**src/rtl/adder_tree_pkg.sv**
```systemverilog
// Shared constants and the round-robin pick helper for the adder-tree scheduler.
package adder_tree_pkg;
    localparam int ADDER_WIDTH_DFLT = 48;
    localparam int NOPS             = 8;
    localparam int TREE_DEPTH       = 3;
    localparam int MAX_REQ          = 8;
    localparam int REQ_IDW          = 3;

    typedef struct packed {
        logic               found;
        logic [REQ_IDW-1:0] idx;
    } pick_t;

    // First valid requester at or after ptr, wrapping at nreq.
    function automatic pick_t rr_pick(input logic [MAX_REQ-1:0] valid,
                                      input logic [REQ_IDW-1:0] ptr,
                                      input int                 nreq);
        pick_t              p;
        logic [REQ_IDW-1:0] idx;
        p = '0;
        for (int k = 0; k < MAX_REQ; k++) begin
            idx = REQ_IDW'((int'(ptr) + k) % nreq);
            if (k < nreq && !p.found && valid[idx]) begin
                p.found = 1'b1;
                p.idx   = idx;
            end
        end
        return p;
    endfunction
endpackage

```
**src/rtl/adder_tree_sched_if.sv**
```systemverilog
// Requester bundles in, tagged sums out; the scheduler is the slave side.
interface adder_tree_sched_if
    import adder_tree_pkg::*;
#(
    parameter int ADDER_WIDTH = ADDER_WIDTH_DFLT,
    parameter int NREQ        = 4
);
    localparam int IDW = $clog2(NREQ);

    logic [NREQ-1:0]                  req_valid;
    logic [NREQ-1:0]                  req_ready;
    logic [NREQ*NOPS*ADDER_WIDTH-1:0] req_data;
    logic                             out_valid;
    logic                             out_ready;
    logic [ADDER_WIDTH+2:0]           out_data;
    logic [IDW-1:0]                   out_id;
    logic [1:0]                       inflight;

    modport master (
        output req_valid, req_data, out_ready,
        input  req_ready, out_valid, out_data, out_id, inflight
    );

    modport slave (
        input  req_valid, req_data, out_ready,
        output req_ready, out_valid, out_data, out_id, inflight
    );
endinterface

```
**src/rtl/adder_tree_pipe.sv**
```systemverilog
// 3-stage registered 8-operand adder tree with valid/tag sideband.
// Latency 3 enabled cycles; en=0 freezes every stage.
module adder_tree_pipe
    import adder_tree_pkg::*;
#(
    parameter int W   = ADDER_WIDTH_DFLT,
    parameter int IDW = 2
) (
    input  logic              clk,
    input  logic              rst,
    input  logic              en,
    input  logic              in_valid,
    input  logic [IDW-1:0]    in_id,
    input  logic [NOPS*W-1:0] in_ops,
    output logic              out_valid,
    output logic [IDW-1:0]    out_id,
    output logic [W+2:0]      out_sum
);
    logic [W:0]     s1_sum_q [NOPS/2];
    logic [W:0]     s1_sum_d [NOPS/2];
    logic [W+1:0]   s2_sum_q [NOPS/4];
    logic [W+1:0]   s2_sum_d [NOPS/4];
    logic [W+2:0]   out_sum_q, out_sum_d;
    logic           s1_vld_q, s1_vld_d, s2_vld_q, s2_vld_d, out_vld_q, out_vld_d;
    logic [IDW-1:0] s1_id_q, s1_id_d, s2_id_q, s2_id_d, out_id_q, out_id_d;

    always_comb begin
        s1_vld_d  = s1_vld_q;
        s2_vld_d  = s2_vld_q;
        out_vld_d = out_vld_q;
        s1_id_d   = s1_id_q;
        s2_id_d   = s2_id_q;
        out_id_d  = out_id_q;
        s1_sum_d  = s1_sum_q;
        s2_sum_d  = s2_sum_q;
        out_sum_d = out_sum_q;
        if (en) begin
            s1_vld_d  = in_valid;
            s2_vld_d  = s1_vld_q;
            out_vld_d = s2_vld_q;
            s1_id_d   = in_id;
            s2_id_d   = s1_id_q;
            out_id_d  = s2_id_q;
            // Each level widens by one bit, so no sum can overflow.
            for (int k = 0; k < NOPS/2; k++)
                s1_sum_d[k] = {1'b0, in_ops[2*k*W +: W]} + {1'b0, in_ops[(2*k+1)*W +: W]};
            for (int k = 0; k < NOPS/4; k++)
                s2_sum_d[k] = {1'b0, s1_sum_q[2*k]} + {1'b0, s1_sum_q[2*k+1]};
            out_sum_d = {1'b0, s2_sum_q[0]} + {1'b0, s2_sum_q[1]};
        end
    end

    always_ff @(posedge clk) begin
        if (rst) begin
            s1_vld_q  <= 1'b0;
            s2_vld_q  <= 1'b0;
            out_vld_q <= 1'b0;
            s1_id_q   <= '0;
            s2_id_q   <= '0;
            out_id_q  <= '0;
            out_sum_q <= '0;
            for (int k = 0; k < NOPS/2; k++) s1_sum_q[k] <= '0;
            for (int k = 0; k < NOPS/4; k++) s2_sum_q[k] <= '0;
        end else begin
            s1_vld_q  <= s1_vld_d;
            s2_vld_q  <= s2_vld_d;
            out_vld_q <= out_vld_d;
            s1_id_q   <= s1_id_d;
            s2_id_q   <= s2_id_d;
            out_id_q  <= out_id_d;
            out_sum_q <= out_sum_d;
            s1_sum_q  <= s1_sum_d;
            s2_sum_q  <= s2_sum_d;
        end
    end

    assign out_valid = out_vld_q;
    assign out_id    = out_id_q;
    assign out_sum   = out_sum_q;
endmodule

```
**src/rtl/adder_tree_sched.sv**
```systemverilog
// Round-robin scheduler sharing one adder tree among NREQ requesters; 3-cycle latency.
// The whole pipeline stalls while a result waits on out_ready; req_ready drops meanwhile.
module adder_tree_sched
    import adder_tree_pkg::*;
#(
    parameter int ADDER_WIDTH = ADDER_WIDTH_DFLT,
    parameter int NREQ        = 4
) (
    input logic               clk,
    input logic               rst,
    adder_tree_sched_if.slave bus
);
    localparam int IDW = $clog2(NREQ);
    localparam int OPW = NOPS * ADDER_WIDTH;

    logic [MAX_REQ-1:0] vld_pad;
    logic [REQ_IDW-1:0] ptr_pad;
    pick_t              pick;
    logic [IDW-1:0]     grant_id;
    logic [NREQ-1:0]    ready;
    logic               advance, take;
    logic [IDW-1:0]     ptr_q, ptr_d;
    logic               s0_vld_q, s0_vld_d;
    logic [IDW-1:0]     s0_id_q, s0_id_d;
    logic [OPW-1:0]     s0_ops_q, s0_ops_d;
    logic [1:0]         inflight_q, inflight_d;
    logic               pipe_vld;

    always_comb begin
        vld_pad            = '0;
        vld_pad[NREQ-1:0]  = bus.req_valid;
        ptr_pad            = '0;
        ptr_pad[IDW-1:0]   = ptr_q;
    end

    assign pick     = rr_pick(vld_pad, ptr_pad, NREQ);
    assign grant_id = pick.idx[IDW-1:0];
    assign advance  = !pipe_vld || bus.out_ready;

    always_comb begin
        ready = '0;
        for (int i = 0; i < NREQ; i++)
            ready[i] = advance && pick.found && !rst && (pick.idx == REQ_IDW'(i));
    end

    assign take          = |ready;
    assign bus.req_ready = ready;

    always_comb begin
        ptr_d    = ptr_q;
        s0_vld_d = s0_vld_q;
        s0_id_d  = s0_id_q;
        s0_ops_d = s0_ops_q;
        if (take)
            ptr_d = (grant_id == IDW'(NREQ-1)) ? '0 : grant_id + IDW'(1);
        if (advance) begin
            s0_vld_d = take;
            if (take) begin
                s0_id_d  = grant_id;
                s0_ops_d = bus.req_data[int'(grant_id)*OPW +: OPW];
            end
        end
    end

    // On an advance the s1..out window gains s0's bundle and loses the out bundle.
    always_comb begin
        inflight_d = inflight_q;
        if (advance && s0_vld_q && !pipe_vld)
            inflight_d = inflight_q + 2'd1;
        else if (advance && !s0_vld_q && pipe_vld)
            inflight_d = inflight_q - 2'd1;
    end

    always_ff @(posedge clk) begin
        if (rst) begin
            ptr_q      <= '0;
            s0_vld_q   <= 1'b0;
            s0_id_q    <= '0;
            s0_ops_q   <= '0;
            inflight_q <= '0;
        end else begin
            ptr_q      <= ptr_d;
            s0_vld_q   <= s0_vld_d;
            s0_id_q    <= s0_id_d;
            s0_ops_q   <= s0_ops_d;
            inflight_q <= inflight_d;
        end
    end

    adder_tree_pipe #(
        .W   (ADDER_WIDTH),
        .IDW (IDW)
    ) u_pipe (
        .clk       (clk),
        .rst       (rst),
        .en        (advance),
        .in_valid  (s0_vld_q),
        .in_id     (s0_id_q),
        .in_ops    (s0_ops_q),
        .out_valid (pipe_vld),
        .out_id    (bus.out_id),
        .out_sum   (bus.out_data)
    );

    assign bus.out_valid = pipe_vld;
    assign bus.inflight  = inflight_q;
endmodule

```
**src/flat_wrapper.sv**
```systemverilog
// flat-port wrapper written by rule: the top's interface ports become plain ports
module adder_tree_sched_flat import adder_tree_pkg::*;
#(
    parameter int ADDER_WIDTH = ADDER_WIDTH_DFLT,
    parameter int NREQ        = 4
)
  (clk, rst, bus_req_valid, bus_req_data, bus_out_ready, bus_req_ready, bus_out_valid, bus_out_data, bus_out_id, bus_inflight);
  adder_tree_sched_if #(.ADDER_WIDTH(ADDER_WIDTH), .NREQ(NREQ)) bus_i ();
  input logic clk;
  input logic rst;
  input wire logic [$bits(bus_i.req_valid)-1:0] bus_req_valid;
  input wire logic [$bits(bus_i.req_data)-1:0] bus_req_data;
  input wire logic [$bits(bus_i.out_ready)-1:0] bus_out_ready;
  output wire logic [$bits(bus_i.req_ready)-1:0] bus_req_ready;
  output wire logic [$bits(bus_i.out_valid)-1:0] bus_out_valid;
  output wire logic [$bits(bus_i.out_data)-1:0] bus_out_data;
  output wire logic [$bits(bus_i.out_id)-1:0] bus_out_id;
  output wire logic [$bits(bus_i.inflight)-1:0] bus_inflight;
  assign bus_i.req_valid = bus_req_valid;
  assign bus_i.req_data = bus_req_data;
  assign bus_i.out_ready = bus_out_ready;
  assign bus_req_ready = bus_i.req_ready;
  assign bus_out_valid = bus_i.out_valid;
  assign bus_out_data = bus_i.out_data;
  assign bus_out_id = bus_i.out_id;
  assign bus_inflight = bus_i.inflight;
  adder_tree_sched #(.ADDER_WIDTH(ADDER_WIDTH), .NREQ(NREQ)) u_core (.clk(clk), .rst(rst), .bus(bus_i));
endmodule
```
**config.mk**
```make
export PLATFORM = sky130hd
export DESIGN_NAME = adder_tree_sched_flat
export DESIGN_NICKNAME = d
export VERILOG_FILES = /design/src/rtl/adder_tree_pkg.sv /design/src/rtl/adder_tree_sched_if.sv /design/src/rtl/adder_tree_pipe.sv /design/src/rtl/adder_tree_sched.sv /design/src/flat_wrapper.sv
export SDC_FILE = /design/constraint.sdc
export NUM_CORES = 2
export LEC_CHECK = 0
export BUFFER_PORTS_ARGS = -buffer_cell sky130_fd_sc_hd__buf_2
export CORE_AREA = 2 2 624 626
export CTS_CLUSTER_DIAMETER = 80
export DETAILED_ROUTE_END_ITERATION = 8
export DIE_AREA = 0 0 626 628
export HOLD_SLACK_MARGIN = 0.02
export PLACE_DENSITY_LB_ADDON = 0.3
export SKIP_LAST_GASP = 1
export SLEW_MARGIN = 25
export SYNTH_ARGS = -nofsm -noshare
export SYNTH_HDL_FRONTEND = slang
export SYNTH_SLANG_ARGS = --single-unit
```
**constraint.sdc**
```tcl
create_clock -name clk -period 3.4 [get_ports clk]
set_input_delay 0.68 -clock clk [delete_from_list [all_inputs] [get_ports clk]]
set_output_delay 0.68 -clock clk [all_outputs]
set_load 0.01 [all_outputs]
```
After elaboration in Yosys (flattened, before gate mapping)
Index checks and enable logic that the tools add are counted.
{ "word_totals": {"reg_bits": 747, "output_inout_bits": 60, "wordCells": 86} }
{ "classes": {"n_addsub": 13, "multipliers": 1, "magnitude_cmp": 4, "n_eq_ne": 4, "shifts": 1, "muxes": 15, "n_bitwise": 3, "reduce_logical": 27} }
{ "op_table": {"columns": ["op", "count"], "rows": [
  ["1536-bit by 32-bit variable part select with 384-bit output", 1],
  ["48-bit by 48-bit adder with 49-bit output", 4],
  ["49-bit by 49-bit adder with 50-bit output", 2],
  ["50-bit by 50-bit adder with 51-bit output", 1],
  ["4-bit 2-to-1 mux", 4],
  ["1-bit logical AND", 13],
  ["3-bit by 4-bit less-than comparator with 1-bit output, second input constant", 3],
  ["1-bit binary-select mux with 3-bit select", 3],
  ["2-bit by 1-bit adder with 2-bit output, second input constant", 3],
  ["3-bit by 2-bit == test with 1-bit output, second input constant", 2],
  ["1-bit logical NOT", 6],
  ["2-bit 2-to-1 mux", 3],
  ["2-bit OR reduction", 3],
  ["2-bit adder, second input constant", 2],
  ["2-bit by 4-bit less-than comparator with 1-bit output, second input constant", 1],
  ["2-bit by 2-bit multiplier with 4-bit output, second input constant", 1],
  ["1-bit 2-to-1 mux", 4],
  ["4-bit OR reduction", 1],
  ["1-bit bitwise AND, first input constant", 3],
  ["3-bit by 1-bit == test with 1-bit output, second input constant", 1],
  ["3-bit logical NOT", 1],
  ["1-bit binary-select mux with 2-bit select", 1],
  ["2-bit == test, second input constant", 1],
  ["2-bit AND reduction", 1],
  ["other kinds (3)", 3]
]} }

Depth between registers and ports, before layout
{ "logic_depth": {"depth_word": 18, "depth_mapped": 17, "mapped_depth_nobuf": 15} }

By module
A second synthesis with hierarchy kept.
{ "unflattened": {"cells_unflattened": 5865, "area_unflattened_um2": 51224.1} }
{ "modules_own_cells": {"columns": ["module", "instances", "cells_per_inst", "area_each_um2"], "rows": [
  ["adder_tree_pipe", 1, 3672, 29340.6],
  ["adder_tree_sched", 1, 2193, 21883.5]
]} }

Least setup slack after synthesis
OpenSTA, ideal clock, no wires.
{ "synth_timing": {"kind": "input to register", "startpoint": "in bus_req_valid[0]", "endpoint": "reg u_core.s0_ops_q[374]", "arrival_time_ns": 3.487, "slack_ns": -0.215, "stages": 17, "n_path_buf": 6, "cell_sequence": "inv_1 -> nor2_1 -> a21oi_1 -> nor2_1 -> a211o_1 -> clkbuf_1 -> clkinv_1 -> clkbuf_1 -> clkbuf_1 -> ha_1 -> o41ai_1 -> clkbuf_1 -> clkbuf_1 -> clkbuf_1 -> a311oi_1 -> a21oi_1 -> nor2_1"} }
{ "synth_lines": {"columns": ["element", "line_no", "text"], "rows": [
  ["start: declaration", "flat_wrapper.sv:11", "input wire logic [$bits(bus_i.req_valid)-1:0] bus_req_valid;"],
  ["end signal: assignment", "adder_tree_sched.sv:85", "s0_ops_q <= s0_ops_d;"],
  ["end: declaration", "adder_tree_sched.sv:25", "logic [OPW-1:0] s0_ops_q, s0_ops_d;"]
]} }

Worst setup path in the final report
{ "layout_timing": {"startpoint": "reg u_core.s0_ops_q[336]", "endpoint": "reg u_core.u_pipe.s1_sum_q[48] (netlist name)"} }
{ "layout_via": {"elab_chain_len": 1} }
{ "layout_lines": {"columns": ["element", "line_no", "text"], "rows": [
  ["48-bit by 48-bit adder with 49-bit output", "adder_tree_pipe.sv:46", "s1_sum_d[k] = {1'b0, in_ops[2*k*W +: W]} + {1'b0, in_ops[(2*k+1)*W +: W]};"],
  ["end signal: assignment", "adder_tree_pipe.sv:72", "s1_sum_q <= s1_sum_d;"],
  ["end: declaration", "adder_tree_pipe.sv:19", "logic [W:0] s1_sum_q [NOPS/2];"]
]} }
Every way passes these cells.
A chain may end at the register's enable or synchronous reset.

==> metrics.md <==
| Metric | Value |
|---|---|
| Total power per unit cell area | `between 500 and 600 nW/um^2` |
| TritonCTS clock tree | `built` |
| # nets final | `around 11k` |
| Comb power frac | `around 44%` |
| Largest net degree at the start of global routing | `roughly 160` |
| Clk sinks | `around 750` |
| Hold_buf cts | `0` |
| Total GRT Usage | `~18%` |
| Syn avg cell area | `between 6 and 7 um^2` |
| Global-route wire length before repair | `around 510,000 um` |
| Top_reg_cell synth | `dfxtp_1` |
| Startpoint type of the worst setup path | `flop` |
| Cell mode on critical path | `o21ai_4` |
| Post-synth top area share | `28.12%` |
| Slew Limit Fails | `0` |
| Design area | `about 75,000 um^2` |
| Cts bufs inserted | `115` |
| CP max-delay cell | `a221o_2` |
| Clock power frac | `roughly 28%` |
| Clock root buffer | `clkbuf_16` |
| # DRC | `0` |
| Layout cells sized above 1 | `about a quarter` |
| P_int | `0.02521 W` |
| Vias in the first global route | `just over 60k` |
| Switching share of power | `42.91%` |
| DR pass1 iterations | `5` |
| Syn Inst Count | `7,689` |
| CTS clk-pin slew, worst paths | `approximately 0.07 ns` |
| WHS | `0.2186 ns` |
| Crit path largest cell delay | `~0.43 ns` |
| Number of synthesized register bits | `roughly 750` |
| Leakage | `between 30 and 40 nW` |
| Core ar. | `between 300,000 and 400,000 um^2` |
| Fin crit share | `101.2%` |
| Yosys cell types | `91` |
| Post-synth EDFFs | `0` |
| Sequential area share after synthesis | `roughly 28%` |
| Die width | `~630 um` |
| Synth top area cells | `dfxtp_1, nand2_1, a21oi_1` |
| Crit path DAT | `roughly 4.2 ns` |
| Final setup violation count | `1` |
| YS warnings | `0` |
| Synthesized area | `53,180 um^2` |
| Synth Net Count | `9,583` |
| Area grow syn2layout | `41.63%` |
| Crit path setup slack, layout | `-0.03961 ns` |
| CP Max Fanout | `3` |
| Flop pwr share | `between 20% and 30%` |
| Clock Path Buffers | `4` |
| Gpl congestion | `0.9845` |
| Measured slew at the worst slew-check pin | `slightly below 1 ns` |
| Delay-heaviest family, CP | `compound AO/OA/AOI/OAI gates` |
| Min Tclk post-route | `3.440 ns` |
| VDD IR-drop max | `roughly 0.0004 V` |
| Die Y | `approximately 630 um` |
| Overflow after GRT | `0` |
| Failing checks | `setup timing` |
| Detailed Route Iter0 Violations | `between 5k and 6k` |
| Total number of vias | `around 65k` |
| Rows | `approximately 230` |
| Type of the worst min-delay path | `input port to flop` |
| Port Buffers | `between 1.5k and 2k` |
| Clk_lat worst skew | `approximately 0.87 ns` |
| Hold Vio Cnt, Final | `0` |
| WP data required | `4.12 ns` |
| Max cap viols | `0` |
| Skew final | `roughly 0.067 ns` |
| DR vias/cell | `4.374` |
| Setup CP Type | `flop to flop` |
| Area after DPL | `between 70,000 and 80,000 um^2` |
| Final ANT Viol Nets | `0` |
| WL/cell | `around 26 um` |
| RSZ-0062 raised after global routing | `true` |
| Initial antenna violation count | `approximately 330` |
| Detailed placement HPWL | `between 300,000 and 400,000 um` |
| Synth area leader | `dfxtp_1` |
| H-Tree Depth | `3` |
| Psw | `around 0.019 W` |
| Die ar. | `393,100 um^2` |
| Critical Path, Cell by Cell | `ha_4 -> fa_2 -> a21o_1 -> a21oi_2 -> o21a_2 -> nor3_2 -> or3_4 -> a221o_2 -> o21ai_4 -> o21a_4 -> o21ai_4 -> a221o_1 -> a31oi_1 -> o22ai_1` |
| Worst path bufs/invs | `0` |
| Fmax | `290.7 MHz` |
| Fillers | `around 45k` |
| Ports | `1,603` |
| Worst slew margin | `33.98%` |
| Synth async-reset ratio | `0%` |
| Routed Wire Length | `roughly 380,000 um` |
| Status | `complete, but fails checks` |
| Starting density of the core | `13.74%` |
| Worst setup EP type | `flop` |
==> worst register-to-register path, delay by kind of cell, from the launching register on <==
family / cells / cell delay, ns
simple gates: 2 / 0.40
fa+ha+maj: 2 / 0.52
compound gates: 10 / 2.04
flops: 1 / 0.34
==> flip-flops by register name, indices dropped and copies added, names as in the netlist <==
name / flops
u_core.u_pipe.out_valid: 1
u_core.u_pipe.s2_vld_q: 1
u_core.u_pipe.s1_id_q: 2
u_core.u_pipe.s2_sum_q: 100
u_core.u_pipe.out_sum: 51
u_core.bus.inflight: 2
u_core.u_pipe.s1_vld_q: 1
u_core.s0_id_q: 2
u_core.u_pipe.s2_id_q: 2
u_core.u_pipe.s1_sum_q: 196
u_core.ptr_q: 2
u_core.u_pipe.out_id: 2
u_core.s0_ops_q: 384
u_core.s0_vld_q: 1
==> per-stage QoR <==
| step | setup WS [ns] | cells | TNS, ns | util [%] | total power, W |
|---|---|---|---|---|---|
| final | -0.03961 | 14780 | -0.03961 | 19.46 | 0.04415 |
| after global routing | -0.1019 | 14710 | -0.5145 | 19.41 | 0.04687 |
| after CTS | -0.03194 | 14650 | -0.05147 | 19.19 | 0.04465 |
| after detailed placement | -0.3316 | 14440 | -62.06 | 18.15 | 0.03174 |
| after global placement | -0.3530 | 14440 | -57.68 | 18.15 | 0.03178 |
| after floorplan | 0.0008649 | 7689 | 0 | - | 0.02199 |
==> cells in the final DEF, fill, tap and decap left out, drive strengths merged, types with 12 or more instances in the layout <==
| cell | instances |
|---|---|
| nand3 | 73 |
| buf | 2128 |
| a21o | 198 |
| clkbuf | 144 |
| inv | 111 |
| xnor2 | 186 |
| ha | 344 |
| nand2 | 2163 |
| a31oi | 36 |
| nand2b | 30 |
| o31ai | 15 |
| nor2 | 601 |
| o21bai | 61 |
| a211oi | 75 |
| or3 | 19 |
| o211ai | 20 |
| and3 | 419 |
| nor3 | 32 |
| a21oi | 922 |
| xor2 | 112 |
| a311oi | 394 |
| a31o | 12 |
| dfxtp | 747 |
| o21a | 28 |
| nand4 | 53 |
| and2 | 12 |
| diode | 121 |
| o21ai | 297 |
| clkinv | 24 |
| nor2b | 36 |
==> cells in the mapped netlist (74+ instances only) <==
cell type  number
nand2_1      2163
xnor2_1       186
a311oi_1      392
inv_1          87
ha_1          344
nor2_1        599
xor2_1        112
o21ai_0       269
and3_1        419
dfxtp_1       747
a21o_1        198
clkbuf_1      503
a21oi_1       919
a211oi_1       74
==> worst paths after layout <==
kind | from | endpoint | slack [ns] | cells past startpoint
setup reg to reg | u_core.s0_ops_q[336]$_SDFFE_PP0P_ | u_core.u_pipe.s1_sum_q[48]$_SDFFE_PP0N_ | -0.04 | 14
hold / removal | bus_req_data[1312] | u_core.s0_ops_q[160]$_SDFFE_PP0P_ | 0.22 | 5
setup / recovery | u_core.s0_ops_q[336]$_SDFFE_PP0P_ | u_core.u_pipe.s1_sum_q[48]$_SDFFE_PP0N_ | -0.04 | 14
hold reg to reg | u_core.u_pipe.out_sum[0]$_SDFFE_PP0N_ | u_core.u_pipe.out_sum[0]$_SDFFE_PP0N_ | 0.45 | 2
==> power groups by stage <==
stage	clock [W]	combinational, W	sequential, W
6_report	0.0125	0.0194	0.0123
5_1_grt	0.0132	0.0212	0.0124
4_1_cts	0.0129	0.0194	0.0123
3_5_place_dp	0	0.0192	0.0125
3_3_place_gp	0	0.0193	0.0125
2_1_floorplan	0	0.0106	0.0114
==> logic make-up after synthesis <==
family	Yosys count	synth area share, %
buf+inv	650	4.595
flops	747	28.12
compound gates	2156	26.08
fa+ha+maj	351	8.357
simple gates	3484	27.88
mux	3	0.05647
xor+xnor	298	4.908
==> final cells by class <==
cell class / instances / area (um^2) / area share (%)
inverters: 89 / 349.1 / 0.4635
clock inverters: 65 / 785.8 / 1.043
flip-flops and latches: 747 / 14980 / 19.89
clock buffers: 144 / 3127 / 4.151
well taps: 5197 / 6502 / 8.633
diodes: 121 / 302.8 / 0.4020
repair buffers: 2128 / 12700 / 16.86
multi-input cells: 6292 / 36570 / 48.55
==> routing by layer <==
layer	routed length (um)	vias up	global-route usage, %
li1	-	30590	-
met1	168800	30930	24.37
met2	167500	2297	28.67
met3	33600	648	5.764
met4	10310	186	4.853
met5	1219	-	0
==> what timing repair did <==
item / in CTS / in global routing
gates resized for setup: 27 / 135
pin swaps: 9 / 83
endpoints found under the setup margin: 37 / 83
gates cloned: 0 / 0
setup buffers: 3 / 13
Note: power is estimated with default switching activity, not from simulation.
